--- src/rtl/cpuy_pkg.sv ---
// Shared definitions for the cpuy core: sequencer state encoding and widths.
package cpuy_pkg;

    localparam int STATE_W = 3;

    // Codes 6 and 7 are unused and fall back to S_FETCH.
    typedef enum logic [STATE_W-1:0] {
        S_FETCH   = 3'd0,
        S_OPERAND = 3'd1,
        S_RAM     = 3'd2,
        S_EXEC    = 3'd3,
        S_WBHI    = 3'd4,
        S_STACK   = 3'd5
    } state_t;

endpackage

--- src/rtl/cpuy_sequencer.sv ---
// cpuy instruction sequencer: fetches opcode/operand bytes from program ROM,
// optionally replaces the operand with a RAM byte, then steps through execute,
// high-byte writeback and stack phases while owning the program counter.
module cpuy_sequencer
    import cpuy_pkg::*;
#(
    parameter int                  PC_WIDTH = 8,
    parameter logic [PC_WIDTH-1:0] RESET_PC = '0
) (
    input  logic                clk,
    input  logic                rst_n,
    input  logic                run,
    output logic                rom_req,
    output logic [PC_WIDTH-1:0] rom_addr,
    input  logic                rom_ack,
    input  logic [7:0]          rom_data,
    output logic                ram_req,
    output logic [7:0]          ram_addr,
    input  logic                ram_ack,
    input  logic [7:0]          ram_rdata,
    output logic [7:0]          opcode_q,
    output logic [7:0]          operand_q,
    input  logic                ram_operand,
    input  logic                alu_multibyte_result,
    input  logic                jump_operation,
    input  logic                jump_condition,
    input  logic                stack_operation,
    input  logic                stack_direction,
    output logic                exec_en,
    output logic                wb_hi,
    output logic                sp_push,
    output logic                sp_pop,
    output logic                instr_done,
    output logic [PC_WIDTH-1:0] pc,
    output logic [STATE_W-1:0]  state
);

    state_t state_r;

    // Sequencer FSM together with the pc, opcode and operand registers.
    always_ff @(posedge clk) begin
        if (!rst_n) begin
            state_r   <= S_FETCH;
            pc        <= RESET_PC;
            opcode_q  <= 8'h00;
            operand_q <= 8'h00;
        end else begin
            case (state_r)
                S_FETCH: begin
                    if (run && rom_ack) begin
                        opcode_q <= rom_data;
                        pc       <= pc + PC_WIDTH'(1);
                        state_r  <= S_OPERAND;
                    end
                end
                S_OPERAND: begin
                    if (rom_ack) begin
                        operand_q <= rom_data;
                        pc        <= pc + PC_WIDTH'(1);
                        state_r   <= ram_operand ? S_RAM : S_EXEC;
                    end
                end
                S_RAM: begin
                    if (ram_ack) begin
                        operand_q <= ram_rdata;
                        state_r   <= S_EXEC;
                    end
                end
                S_EXEC: begin
                    if (jump_operation && jump_condition) begin
                        pc <= PC_WIDTH'(operand_q);
                    end
                    if (alu_multibyte_result) begin
                        state_r <= S_WBHI;
                    end else if (stack_operation) begin
                        state_r <= S_STACK;
                    end else begin
                        state_r <= S_FETCH;
                    end
                end
                S_WBHI: begin
                    state_r <= stack_operation ? S_STACK : S_FETCH;
                end
                S_STACK: begin
                    state_r <= S_FETCH;
                end
                default: begin
                    state_r <= S_FETCH;
                end
            endcase
        end
    end

    // Requests and strobes decode the registered state; instr_done also looks
    // at the ucode flags, which are stable because opcode_q is frozen.
    // Unused codes 6/7 are not an instruction, so they raise no instr_done.
    always_comb begin
        rom_req    = ((state_r == S_FETCH) && run) || (state_r == S_OPERAND);
        ram_req    = (state_r == S_RAM);
        exec_en    = (state_r == S_EXEC);
        wb_hi      = (state_r == S_WBHI);
        sp_push    = (state_r == S_STACK) && stack_direction;
        sp_pop     = (state_r == S_STACK) && !stack_direction;
        instr_done = ((state_r == S_EXEC) && !alu_multibyte_result && !stack_operation)
                   || ((state_r == S_WBHI) && !stack_operation)
                   || (state_r == S_STACK);
    end

    assign rom_addr = pc;
    assign ram_addr = operand_q;
    assign state    = state_r;

endmodule

--- config.mk ---
export PLATFORM = sky130hd
export DESIGN_NAME = cpuy_sequencer
export DESIGN_NICKNAME = d
export VERILOG_FILES = /design/src/rtl/cpuy_pkg.sv /design/src/rtl/cpuy_sequencer.sv
export SDC_FILE = /design/constraint.sdc
export NUM_CORES = 1
export LEC_CHECK = 0
export BUFFER_PORTS_ARGS = -buffer_cell sky130_fd_sc_hd__buf_4
export CAP_MARGIN = 20
export CORE_MARGIN = 8
export CORE_UTILIZATION = 45
export CTS_CLUSTER_SIZE = 24
export DETAILED_ROUTE_END_ITERATION = 6
export HOLD_SLACK_MARGIN = 0.06
export PLACE_DENSITY = 0.81
export SYNTH_ARGS = -nofsm -noshare
export SYNTH_HDL_FRONTEND = slang
export SYNTH_SLANG_ARGS = --single-unit
--- constraint.sdc ---
create_clock -name clk -period 3.87 [get_ports clk]
set_clock_uncertainty 0.05 [all_clocks]
set_input_delay 1.161 -clock clk [delete_from_list [all_inputs] [get_ports clk]]
set_output_delay 1.161 -clock clk [all_outputs]
set_load 0.005 [all_outputs]
### Word-level counts from Yosys, hierarchy flattened

Cells that the tools add are included.

* output and inout port bits: 50
* register bits after elaboration: 27
* input bits: 27
* logic and storage cells: 49

* equal/unequal tests: 9
* reductions and logical operators: 21
* muxes and demuxes: 14
* $add $sub $neg: 1

Operators by type and width (number)
* 2-to-1 mux 8 bit: 5
* one-hot mux 8 bit (3 select lines): 1
* one-hot mux 8 bit (2 select lines): 1
* 2-to-1 mux 3 bit: 5
* one-hot mux 3 bit (5 select lines): 1
* adder 8 x 1 -> 8 bit, second input constant: 1
* logical AND 1 bit: 8
* == test 3 x 2 -> 1 bit, second input constant: 2
* == test 3 bit, second input constant: 2
* AND reduction 3 bit: 2
* inequality test 2 x 1 -> 1 bit, second input constant: 2
* inequality test 2 bit, second input constant: 2
* AND reduction 4 bit: 1
* == test 3 x 1 -> 1 bit, second input constant: 1
* logical NOT 1 bit: 3
* logical NOT 3 bit: 1
* logical OR 1 bit: 3
* nonzero test 3 bit: 1
* AND reduction 2 bit: 1
* nonzero test 2 bit: 1
* 2-to-1 mux 1 bit: 1

### Longest topological paths before layout

Gate-level depths: netlist of run 1.

* depth after elaboration: 5
* gate-level depth with buffers: 7
* gate-level depth less buffers: 5

### Worst setup path before layout of run 1

OpenSTA, ideal clock, no wires.

* path kind: input -> output
* start: input port stack_operation
* end: output port instr_done
* stages on the path: 1
* data arrival time: 1453 ps
* required time: 2659 ps
* path buffers: 0
* path slack: 1206 ps
* cell sequence: o32ai_1

* cells in the longest elaborated chain, start to end: 4
* elaborated cells on any way between the ends: 5
* those cells by class: reduce/logical (5)

RTL lines
* start, declared: line cpuy_sequencer.sv:27 `input logic stack_operation,`
* logical NOT 1 bit *: line cpuy_sequencer.sv:104, cpuy_sequencer.sv:105
* logical AND 1 bit, on equally long branches: line cpuy_sequencer.sv:104, cpuy_sequencer.sv:105
* logical OR 1 bit *: line cpuy_sequencer.sv:105 `|| ((state_r == S_WBHI) && !stack_operation)`
* logical OR 1 bit *: line cpuy_sequencer.sv:106 `|| (state_r == S_STACK);`
* end, declared: line cpuy_sequencer.sv:33 `output logic instr_done,`

Every way passes the cells marked *; elsewhere a longest branch is shown, timed or not.

### Final worst setup path of run 1

* start: register state_r[0] (netlist: state[0])
* end: output port exec_en

* cells in the longest elaborated chain, start to end: 1

RTL lines
* start, declared: line cpuy_sequencer.sv:38 `state_t state_r;`
* start signal, assigned: line cpuy_sequencer.sv:60 `state_r <= ram_operand ? S_RAM : S_EXEC;`
* start signal, assigned: line cpuy_sequencer.sv:82 `state_r <= stack_operation ? S_STACK : S_FETCH;`
* == test 3 x 2 -> 1 bit: line cpuy_sequencer.sv:100 `exec_en = (state_r == S_EXEC);`
* end, declared: line cpuy_sequencer.sv:29 `output logic exec_en,`

No other way between the ends.

==> results of run 1 <==
==> registers in the layout, summed over array words and instances (netlist names) <==
name / count
pc: 8
state: 3
operand_q: 8
opcode_q: 8
==> through the flow <==
step	setup slack (ns)	cells
after floorplan	1.21	176
after global placement	0.959	273
after detailed placement	0.934	273
after CTS	0.796	277
after global routing	0.588	277
final	0.777	277
==> report_power, final <==
group / internal (W) / switching (W) / total, W
Sequential: 0.000296 / 0.0000249 / 0.000321
Clock: 0.0000402 / 0.0000783 / 0.000118
Combinational: 0.0000825 / 0.0000628 / 0.000145
==> cell type report <==
class | instances | area [µm²]
clock buffers | 4 | 26.3
fillers | 329 | 1280
inverters | 4 | 15.0
multi-input cells | 119 | 763
flip-flops and latches | 27 | 541
well taps | 46 | 57.6
repair buffers | 77 | 578
==> worst min path at each step <==
stage / slack (ns) / to / cells after the start
after detailed placement: 0.45 / opcode_q[1] / 2
final: 0.47 / opcode_q[3] / 2
after global placement: 0.43 / opcode_q[5] / 2
after CTS: 0.47 / pc[7] / 2
after global routing: 0.50 / pc[7] / 2
after floorplan: 0.44 / pc[7] / 2
==> cell families after synthesis <==
family	share of synthesized area (%)
buffers and inverters	13.0
adders and majority gates	0.838
DFF	36.2
AOI/OAI and AO/OA	18.4
muxes	10.7
and+or+nand+nor	20.9
==> cells in the final DEF (no fill, tap or decap), drive strengths merged, types with 2 or more instances in the layout <==
cell    instances
a31oi           4
or3             2
buf            77
a211oi          9
dfxtp          27
nor2           23
nor4            2
nand3b          4
clkbuf          4
nand4           2
o32ai           2
o21ai           6
nand3           4
a21oi          13
and2            3
inv             4
nor3            3
mux2i          16
nand2           9
nor3b           4
==> routing by layer <==
| metal | vias to the layer above | GRT usage [%] | part of all wire (%) |
|---|---|---|---|
| li1 | 724 | - | - |
| met3 | 4 | 4.23 | 8.2 |
| met2 | 50 | 24.6 | 47 |
| met1 | 671 | 17.2 | 43 |
| met5 | - | 0 | 0 |
| met4 | 0 | 5.32 | 1.2 |
==> worst reg2reg max path, stage by stage, from the launching register on <==
cell and delay (ns):
dfxtp_1 0.67, nand3b_1 0.38, inv_2 0.35, nor2_1 0.09, a31oi_1 0.18, o221a_2 0.21
==> results by group, run 1 <==
Final layout
  – Area Growth Syn to Fin: 32.7%
  – Final Instance Area: 1980 µm²
  – Fin nets: 260
  – N_diodes: 0
  – Final core occ: between 60% and 70%
  – Fraction of layout cells with a size suffix above 1: between 30% and 40%

Setup path
  – Critical path buffer and inverter count: 2
  – CP Depth: 3
  – CP Launch Type: register
  – Reg2reg start: state[0]
  – Required time worst endpoint: approximately 2.7 ns
  – R2r endpoint: pc[5]
  – CP startpoint: state[0]
  – R2r setup slk: about 1.9 ns
  – CP max stage cell: dfxtp_1
  – Cells along the critical path: nand3b_1, inv_2, buf_4
  – Max incr delay on CP: around 0.67 ns
  – CP Class: reg -> out
  – Crit. End Element: output pin
  – CP top delay family: flip-flops
  – CP endpoint: exec_en
  – Crit path max fanout: 19
  – Crit path DAT: 1.88 ns
  – Reg2Reg Depth: 5

Synthesis
  – Area contributors post-synth: dfxtp_1 36%, mux2i_1 11%, buf_4 9.6%
  – Primary FF master, synth: dfxtp_1
  – Yosys top cell by area: dfxtp_1
  – Count leader, synth: dfxtp_1
  – Post-synth EDFFs: 0
  – Seq/Total Area, Yosys: approximately 36%
  – Yosys warning count: 0
  – Yosys top cell area share: 36.2%
  – Ys async rst share: 0%
  – Flops & latches, synth: 27
  – Synth cell types: 38
  – Synthesized net count: ~200
  – Synth cell count leaders: 27 x dfxtp_1, 23 x nor2_1, 19 x buf_4
  – Syn avg cell area: roughly 8.5 µm²
  – Post-Synthesis Cells: 176
  – Synthesized area: 1490 µm²

Hold path
  – Worst hold start: opcode_q[3]
  – Min-delay worst type: reg -> reg

Routing
  – Routed Antenna Nets: 0
  – DRC Markers: 0
  – Final wirelength: 4020 µm
  – Via count: 1,449
  – Iteration-0 DRC Markers: 72
  – Drt wl/cell: approximately 15 µm
  – Vias per Instance: approximately 5.2
  – First-pass DRT Iterations: 4

Clock network
  – Clock transition at the registers of the reported paths: between 0.1 and 0.15 ns
  – Post-CTS Setup Inserts: 0
  – Post_cts resized: 0
  – Total clock buffers created by CTS: 3
  – CTS Buffer Depth: 2
  – Post-CTS Hold Fix Bufs: 0
  – CTS sink cnt: 27
  – H-tree Lvls: 1
  – CTS root buf: clkbuf_4
  – CTS tree: yes
  – Worst-Skew Late Latency: between 0.3 and 0.4 ns

Power and ir drop
  – Maximum VDD drop: between 150 and 200 µV
  – Leak pwr: between 0.9 and 1 nW
  – PwrDens: slightly below 300 nW/µm²
  – Pwr Total: about 0.0006 W

Global route
  – Vias in the first global route: approximately 1,400
  – Total track usage: around 15%
  – Largest net degree at the start of global routing: 25
  – Initial antenna violation count: 0
  – Gr ovfl total: 0
  – First-pass GRT wire length: 6460 µm

Floorplan
  – Vert. Die Dim: about 74 µm
  – Cell Rows: 21
  – IO Count: slightly below 80
  – Die W: between 70 and 80 µm
  – Die area: ~5400 µm²
  – Core area: around 3300 µm²
  – Initial Util: between 40% and 50%

STA
  – Actual slew at the worst max-slew pin: just over 0.7 ns
  – RSZ-0062 raised after global routing: no
  – Hold Violations, Final: 0
  – Fmax: roughly 320 MHz
  – Hold WS: approximately 0.47 ns
  – Part of the cycle the worst path needs: ~80%
  – Rel. slew slack: between 50% and 60%
  – Crit path time final: 3.09 ns
  – Fin. max-slew vios: 0
  – TNS Setup: 0 ns
  – # setup viols final: 0

Placed design
  – Placed instance area: between 1500 and 2000 µm²
  – Input/output buffers: 76
  – GPL Wtd Cong: around 0.87
  – Post-DP HPWL: approximately 3200 µm

Job
  – Max-Cap Viols: 0

Status
  – Outcome: complete, no violations
(Power assumes the default switching activity.)
==> run 2: changes to the inputs <==
- CORE_UTILIZATION: 45 -> 40
- PLACE_DENSITY: 0.81 -> 0.76
- clock period: 3.87 -> 2.6 ns (I/O delays scaled with it)
==> run 2 against run 1 <==
Net effect: non-clock buffer count rose by 3; core utilization fell by 5.0 points; largest power group unchanged; critical path type unchanged; combinational power rose by 51%; register-to-register slack got worse by 1.2 ns; first-iteration DRC count fell by 17%; highest routed layer unchanged; final area rose by 2.3%; clock power rose by 100%; cell count rose by 1.8%; via count fell by 0.90%; critical endpoint is now instr_done.
==> results by group, run 2 (same netlist as run 1, synthesis figures left out) <==
Global route
  – Gr ovfl total: 0 (unchanged)
  – Total track usage: 13.4% (was 14.7%)
  – Largest net degree at the start of global routing: 19 (was 25)
  – First-pass GRT wire length: 6730 µm (was 6460 µm)
  – Vias in the first global route: 1,348 (was 1,402)
  – Initial antenna violation count: 0 (unchanged)

Floorplan
  – Vert. Die Dim: 77.1 µm (was 73.6 µm)
  – Die area: 5940 µm² (was 5420 µm²)
  – Cell Rows: 22 (was 21)
  – Core area: 3630 µm² (was 3260 µm²)
  – IO Count: 77 (unchanged)
  – Initial Util: 41.1% (was 45.8%)
  – Die W: 77.1 µm (was 73.6 µm)

Final layout
  – Most common cell after layout, fill and taps aside: buf_4 (unchanged)
  – Biggest regs: opcode_q (8), operand_q (8), pc (8) (unchanged)
  – FILL cells: 356 (was 329)
  – Fin nets: 263 (was 260)
  – Fin cells: 282 (was 277)
  – Fraction of layout cells with a size suffix above 1: 38.0% (was 36.8%)
  – Most frequent cells in the layout: 80 x buf_4, 27 x dfxtp_1, 23 x nor2_1 (was 77 x buf_4, 27 x dfxtp_1, 23 x nor2_1)
  – Area Growth Syn to Fin: 35.7% (was 32.7%)
  – Final Instance Area: 2030 µm² (was 1980 µm²)
  – N_diodes: 0 (unchanged)

Clock network
  – Post-CTS Setup Inserts: 0 (unchanged)
  – CTS sink cnt: 27 (unchanged)
  – Post_cts resized: 0 (unchanged)
  – CTS Buffer Depth: 2 (unchanged)
  – H-tree Lvls: 1 (unchanged)
  – Total clock buffers created by CTS: 3 (unchanged)
  – Post-CTS Hold Fix Bufs: 0 (unchanged)
  – Worst-Skew Late Latency: 0.27 ns (was 0.31 ns)
  – CTS tree: yes (unchanged)
  – CTS root buf: clkbuf_8 (was clkbuf_4)
  – Clock transition at the registers of the reported paths: 0.09 ns (was 0.14 ns)

Setup path
  – Required time worst endpoint: 1.77 ns (was 2.66 ns)
  – CP startpoint: state[0] (unchanged)
  – Crit. End Element: output pin (unchanged)
  – Crit path max fanout: 15 (was 19)
  – Crit path DAT: 1.56 ns (was 1.88 ns)
  – Reg2reg start: state[2] (was state[0])
  – CP Launch Type: register (unchanged)
  – CP Class: reg -> out (unchanged)

STA
  – Part of the cycle the worst path needs: 92.0%
  – RSZ-0062 raised after global routing: no (unchanged)
  – Rel. slew slack: 57.8% (was 51.8%)
  – Fmax: 418 MHz
  – # setup viols final: 0 (unchanged)
  – Crit path time final: between 2 and 2.5 ns
  – Actual slew at the worst max-slew pin: 0.634 ns (was 0.722 ns)
  – Hold Violations, Final: 0 (unchanged)
  – Fin. max-slew vios: 0 (unchanged)
  – TNS Setup: 0 ns (unchanged)

Routing
  – Drt wl/cell: 14.7 µm (was 14.5 µm)
  – Iteration-0 DRC Markers: 60 (was 72)
  – Via count: 1,436 (was 1,449)
  – Final wirelength: 4140 µm (was 4020 µm)
  – Vias per Instance: 5.09 (was 5.23)
  – Routed Antenna Nets: 0 (unchanged)
  – DRC Markers: 0 (unchanged)
  – First-pass DRT Iterations: 4 (unchanged)

Status
  – Outcome: complete, no violations (unchanged)

Power and ir drop
  – PwrDens: 460 nW/µm² (was 295 nW/µm²)
  – Sw frac: 27.9% (was 28.4%)
  – Internal: 0.000671 W (was 0.000418 W)
  – Leak pwr: 0.935 nW (was 0.910 nW)
  – Comb power frac: 23.5% (was 24.9%)
  – Clock share of power: 25.4% (was 20.3%)
  – Net Sw Power: 0.000260 W (was 0.000166 W)
  – Maximum VDD drop: 259 µV (was 161 µV)
  – Reg power frac: 51.2% (was 54.9%)

Placed design
  – Post-DP HPWL: 3310 µm (was 3180 µm)
  – GPL Wtd Cong: 0.837 (was 0.874)
  – Input/output buffers: 76 (unchanged)
  – Post-Place Cells: 278 (was 273)
  – Placed instance area: 1980 µm² (was 1950 µm²)

Hold path
  – Min-delay worst type: reg -> reg (unchanged)
  – Worst hold start: opcode_q[6] (was opcode_q[3])

Job
  – Max-Cap Viols: 0 (unchanged)
==> run 2: cell types whose count changed in the layout (fill, tap and decap cells not counted), sizes merged <==
cell | previous run | this run
clkbuf | 4 | 3
buf | 77 | 80
clkinv | 0 | 1
==> run 2: through the flow <==
step	util (%)	setup slack [ns]	hold WS (ns)	power [W]
finish	55.8	0.209	0.455	0.000932
global route	55.8	0.0697	0.501	0.000987
CTS	55.8	0.210	0.464	0.000948
detailed placement	54.5	0.424	0.441	0.000708
global placement	54.5	0.447	0.431	0.000706
floorplan	-	0.698	0.438	0.000603
==> run 2: worst paths after layout <==
check | to | slack (ns) | cells after the start
worst max-delay path | instr_done | 0.21 | 3
worst min-delay path | opcode_q[6] | 0.46 | 2
worst max register to register | pc[6] | 0.74 | 7
worst min register to register | opcode_q[6] | 0.46 | 2
==> run 2: area by class of cell <==
class | count | area, µm² | share of cell area (%)
Sequential cell | 27 | 541 | 26.7
Clock inverter | 1 | 5.00 | 0.247
Timing Repair Buffer | 80 | 601 | 29.6
Multi-Input combinational cell | 119 | 763 | 37.7
Clock buffer | 3 | 41.3 | 2.04
Tap cell | 48 | 60.1 | 2.96
Inverter | 4 | 15.0 | 0.741
==> run 2: critical path, cell delays in order, from the launching register on <==
cell and delay, ns:
dfxtp_1 0.66, nand3b_1 0.18, o32ai_1 0.28, buf_4 0.16
==> run 2: power by group through the flow <==
stage	sequential, W	combinational (W)	clock (W)
CTS	0.000477	0.000222	0.000248
detailed placement	0.000486	0.000222	0
floorplan	0.000474	0.000129	0
global placement	0.000487	0.000219	0
global route	0.000481	0.000241	0.000265
finish	0.000477	0.000219	0.000236
==> run 2: routing by layer <==
| metal | share of wire [%] | global-route usage [%] | vias to the layer above |
|---|---|---|---|
| met4 | 0.82 | 4.72 | 0 |
| met1 | 44 | 17.1 | 651 |
| met3 | 7.1 | 4.55 | 2 |
| met5 | 0 | 0 | - |
| met2 | 48 | 20.3 | 51 |
| li1 | - | - | 732 |
